===== src/rtl/reg_bank_rli.sv =====
// Bank of NUM_REGS general registers with addressed load, per-register clear/increment,
// a registered read mux onto the shared bus, zero flags, wrap-carry and address-error pulses.
module reg_bank_rli #(
    parameter int                 WIDTH     = 16,
    parameter int                 NUM_REGS  = 8,
    parameter int                 SEL_W     = 3,
    parameter logic [WIDTH-1:0]   RESET_VAL = '0
) (
    input  logic                      clk,
    input  logic                      reset,
    input  logic                      wr_en,
    input  logic [SEL_W-1:0]          wr_addr,
    input  logic [WIDTH-1:0]          wr_data,
    input  logic [NUM_REGS-1:0]       clr_en,
    input  logic [NUM_REGS-1:0]       inc_en,
    input  logic [SEL_W-1:0]          rd_sel,
    output logic [WIDTH-1:0]          bus_out,
    output logic [NUM_REGS*WIDTH-1:0] regs_flat,
    output logic [NUM_REGS-1:0]       zero_flags,
    output logic [NUM_REGS-1:0]       carry_out,
    output logic                      addr_err
);

    localparam logic [SEL_W:0] NUM_REGS_L = (SEL_W+1)'(NUM_REGS);

    logic [WIDTH-1:0]    regs_q [NUM_REGS];
    logic [WIDTH-1:0]    regs_d [NUM_REGS];
    logic [WIDTH-1:0]    bus_q;
    logic [WIDTH-1:0]    bus_d;
    logic [NUM_REGS-1:0] carry_q;
    logic [NUM_REGS-1:0] carry_d;
    logic                addr_err_q;
    logic                addr_err_d;
    logic                wr_in_range_s;
    logic                rd_in_range_s;

    // Next-state selection per register (write > clear > increment > hold) and output staging
    always_comb begin
        wr_in_range_s = ({1'b0, wr_addr} < NUM_REGS_L);
        rd_in_range_s = ({1'b0, rd_sel} < NUM_REGS_L);
        carry_d       = '0;
        bus_d         = '0;
        for (int i = 0; i < NUM_REGS; i++) begin
            regs_d[i] = regs_q[i];
            if (wr_en && (wr_addr == SEL_W'(i))) begin
                regs_d[i] = wr_data;
            end else if (clr_en[i]) begin
                regs_d[i] = '0;
            end else if (inc_en[i]) begin
                regs_d[i]  = regs_q[i] + WIDTH'(1);
                carry_d[i] = &regs_q[i];
            end else begin
                regs_d[i] = regs_q[i];
            end
            // Read uses pre-update contents; unmatched (out-of-range) selects leave bus at zero
            if (rd_sel == SEL_W'(i)) begin
                bus_d = regs_q[i];
            end else begin
                bus_d = bus_d;
            end
        end
        addr_err_d = (wr_en && !wr_in_range_s) || !rd_in_range_s;
    end

    // State and output registers; synchronous reset discards all same-cycle requests
    always_ff @(posedge clk) begin
        if (reset) begin
            for (int i = 0; i < NUM_REGS; i++) begin
                regs_q[i] <= RESET_VAL;
            end
            bus_q      <= '0;
            carry_q    <= '0;
            addr_err_q <= 1'b0;
        end else begin
            for (int i = 0; i < NUM_REGS; i++) begin
                regs_q[i] <= regs_d[i];
            end
            bus_q      <= bus_d;
            carry_q    <= carry_d;
            addr_err_q <= addr_err_d;
        end
    end

    for (genvar g = 0; g < NUM_REGS; g++) begin : g_flat
        assign regs_flat[g*WIDTH +: WIDTH] = regs_q[g];
        assign zero_flags[g]               = (regs_q[g] == '0);
    end

    assign bus_out   = bus_q;
    assign carry_out = carry_q;
    assign addr_err  = addr_err_q;

endmodule


===== config.mk =====
export PLATFORM = sky130hd
export DESIGN_NAME = reg_bank_rli
export DESIGN_NICKNAME = d
export VERILOG_FILES = /design/src/rtl/reg_bank_rli.sv
export SDC_FILE = /design/constraint.sdc
export NUM_CORES = 1
export LEC_CHECK = 0
export CAP_MARGIN = 25
export CORE_MARGIN = 1
export CORE_UTILIZATION = 50
export CTS_CLUSTER_SIZE = 25
export DETAILED_ROUTE_END_ITERATION = 12
export GPL_TIMING_DRIVEN = 0
export PLACE_DENSITY = 0.78
export SYNTH_ARGS = -nofsm -noshare
export SYNTH_HDL_FRONTEND = slang
export SYNTH_SLANG_ARGS = --single-unit

===== constraint.sdc =====
create_clock -name clk -period 4.37 [get_ports clk]
set_input_delay 0.6555 -clock clk [delete_from_list [all_inputs] [get_ports clk]]
set_output_delay 0.6555 -clock clk [all_outputs]
set_load 0.01 [all_outputs]

==> metrics.md <==
| Metric | Value |
|---|---|
| Core area | 19500 µm² |
| Placed insts | roughly 1700 |
| Total gr overflow | 0 |
| Fillers | 1704 |
| Initial Util | between 50% and 60% |
| FF-to-FF End | regs_q[0][46] |
| Hold_sp | wr_data[12] |
| Sequential element share of the synthesized area | between 30 and 40% |
| Top cells by area, synth | dfxtp_1 31%, mux4_2 6.8%, a21oi_1 5.6% |
| Post-synth net total | 1316 |
| Reg2Reg Setup Slack | 2.24 ns |
| Setup bufs post-CTS | 0 |
| Power, Total | between 3 and 4 mW |
| Post-synth EDFFs | 0 |
| Die height | ~140 µm |
| Worst hold path depth | 3 |
| Worst Path Arrival | roughly 3.3 ns |
| Reg area | 3040 µm² |
| Largest net degree at the start of global routing | 17 |
| Drt pass-1 iters | 8 |
| Worst-path fanout max | 10 |
| Root Driver | clkbuf_16 |
| Worst-Margin Slew | around 1.1 ns |
| Crit. End Element | flip-flop |
| Row cnt | 51 |
| Leakage power | 4.40 nW |
| Gr usage total | a little over two fifths |
| Cell with the most instances after synthesis | dfxtp_1 |
| Antenna-violating nets left | 0 |
| Skew-Pair Late Insertion Delay | 0.45 ns |
| Clock tree buffer depth | 2 |
| HPWL after detailed placement | about 32000 µm |
| Post-synthesis area per instance | just under 8 µm² |
| CTS tree | done |
| Nets | around 1500 |
| Crit share post-route | between 60 and 70% |
| Min cycle time layout | 3.02 ns |
| Ys async rst share | 0% |
| Final setup fails | 0 |
| Top-area cell type share of the netlist area | 30.7% |
| Total power divided by cell area | around 280 nW/µm² |
| Hold Fails Final Rpt | 0 |
| Distinct cells, synth | 80 |
| Total wire length | roughly 45000 µm |
| Max Clk Rate | 331 MHz |
| CTS-repair resized insts | 0 |
| Post-Syn Area | approximately 10000 µm² |
| YS warnings | 0 |
| I/O pin count | 202 |
| Final Max Slew Viols | 0 |
| Post-Route Setup TNS | 0 ns |
| Vias | 11872 |
| Footprint of the multi-input gates | 6260 µm² |
| Flop and latch count out of synthesis | between 150 and 200 |
| CP required | 4.67 ns |
| Place WS | about 1.1 ns |
| Crit Reg-Reg Startpoint | regs_q[0][33] |
| DRC errors left | 0 |
| Worst r2r path cells | 6 |
| Total CTS buffers | 17 |
| Die width | roughly 140 µm |
| Layout Skew | just under 0.009 ns |
| Synth Flop Type | dfxtp_1 |
| Worst VDD drop | ~0.29 mV |
| Share of cells above drive strength 1 | around a tenth |
| Maxcap violations | 0 |
| CTS sink count | 152 |
| Status | completed |
| Port bufs | between 150 and 200 |
| Worst-path clk slew | ~0.07 ns |
| Routed len/inst | 25.7 µm |
| Die Area | 20400 µm² |
| Vias per cell | between 6 and 7 |
| Fin cells | 1741 |
| Hold WC Path Type | in -> reg |
| Number of global-route vias before repair | about 11000 |
| Hold Path Sink | regs_q[0][76] |
| P&R area growth vs syn | 27.8% |
| CP Class | in -> reg |
| Setup ws final | 1.35 ns |
| GPL Wtd Cong | 1.04 |
| Initial antenna violation count | 2 |
| Hold-fix buffers, CTS | 0 |
| First-pass GRT wire length | about 66000 µm |
| Critical Path Start Type | primary input |
| DR iter-0 viols | approximately 1700 |
| RSZ-0062 raised after global routing | false |
| H-tree Lvls | 4 |
| Mapped Cells | 1259 |
| Biggest area consumer among synthesized cells | dfxtp_1 |
| Slew HR | 23.8% |
| Most frequent cells after synthesis | 152 x dfxtp_1, 145 x nand2_1, 110 x a21oi_1 |
[per-stage QoR]
stage	hold WS [ns]	cell area, µm²	utilization (%)
global route	0.572	12700	65.0
global placement	0.564	12100	62.0
floorplan	0.511	9910	-
CTS	0.555	12600	65.0
detailed placement	0.569	12100	62.0
finish	0.554	12700	65.1
[report_power, final]
group	total, mW	internal, mW	leakage [nW]	switching (mW)
clock	1.50	0.821	0.270	0.682
combinational	0.530	0.206	2.90	0.324
sequential	1.46	1.41	1.23	0.0509
total	3.49	2.43	4.40	1.06
[cell type report]
| type | instances | share of cell area (%) |
|---|---|---|
| Antenna cell | 1 | 0.0198 |
| Buffer | 106 | 3.93 |
| Clock buffer | 20 | 3.61 |
| Clock inverter | 12 | 0.929 |
| Inverter | 29 | 0.860 |
| Multi-Input combinational cell | 972 | 49.4 |
| Sequential cell | 152 | 24.0 |
| Tap cell | 265 | 2.62 |
| Timing Repair Buffer | 184 | 14.6 |
[worst max-delay path, stage by stage]
cell and delay, ns:
clkdlybuf4s50_1 0.80, clkbuf_1 0.41, clkbuf_1 0.58, buf_1 0.73, nor2_1 0.12
[how the worst max path moves through the flow]
stage                 start             end  slack [ns]
6_report              reset    regs_q[0][7]        1.35
5_1_grt               reset   regs_q[0][61]        1.39
4_1_cts        regs_q[0][0]   zero_flags[0]        1.49
3_5_place_dp          reset    regs_q[0][9]        1.07
3_3_place_gp          reset  regs_q[0][119]        1.08
2_1_floorplan     rd_sel[0]      bus_out[2]        2.40
[layer usage]
layer,global-route usage (%),up-vias,routed length (µm)
met5,0,-,14
met4,25.1,2,2580
met3,14.8,195,6600
met2,62.4,961,18600
met1,57.7,5573,16900
li1,-,5141,-
[logic make-up after synthesis]
group | Yosys count | synth area share (%)
other cells | 1 | 0.0378
fa+ha+maj | 16 | 2.02
flops | 152 | 30.7
mux | 38 | 7.64
buf+inv | 135 | 6.12
xor+xnor | 33 | 2.92
simple gates | 567 | 29.8
compound gates | 317 | 20.7
[flip-flops by register name, summed over array words and instances (netlist names)]
name	cells
carry_out	8
regs_q	128
bus_out	16
[cell usage in the layout, fill, tap and decap left out, types with 19 or more instances in the layout]
cell type | netlist | final
clkdlybuf4s50_1 | 0 | 183
dfxtp_1 | 152 | 152
nand2_1 | 145 | 145
a21oi_1 | 110 | 110
nor2_1 | 89 | 89
nor3_1 | 85 | 85
nand3_1 | 67 | 67
clkbuf_1 | 48 | 49
o21ai_0 | 42 | 42
buf_2 | 40 | 40
a22oi_1 | 38 | 38
nand4_1 | 36 | 36
mux4_2 | 30 | 30
inv_1 | 28 | 28
nor4_1 | 28 | 28
a211oi_1 | 28 | 28
xor2_1 | 23 | 23
and4_1 | 21 | 21
and3_1 | 19 | 19
Note: power is estimated with default switching activity, not from simulation.
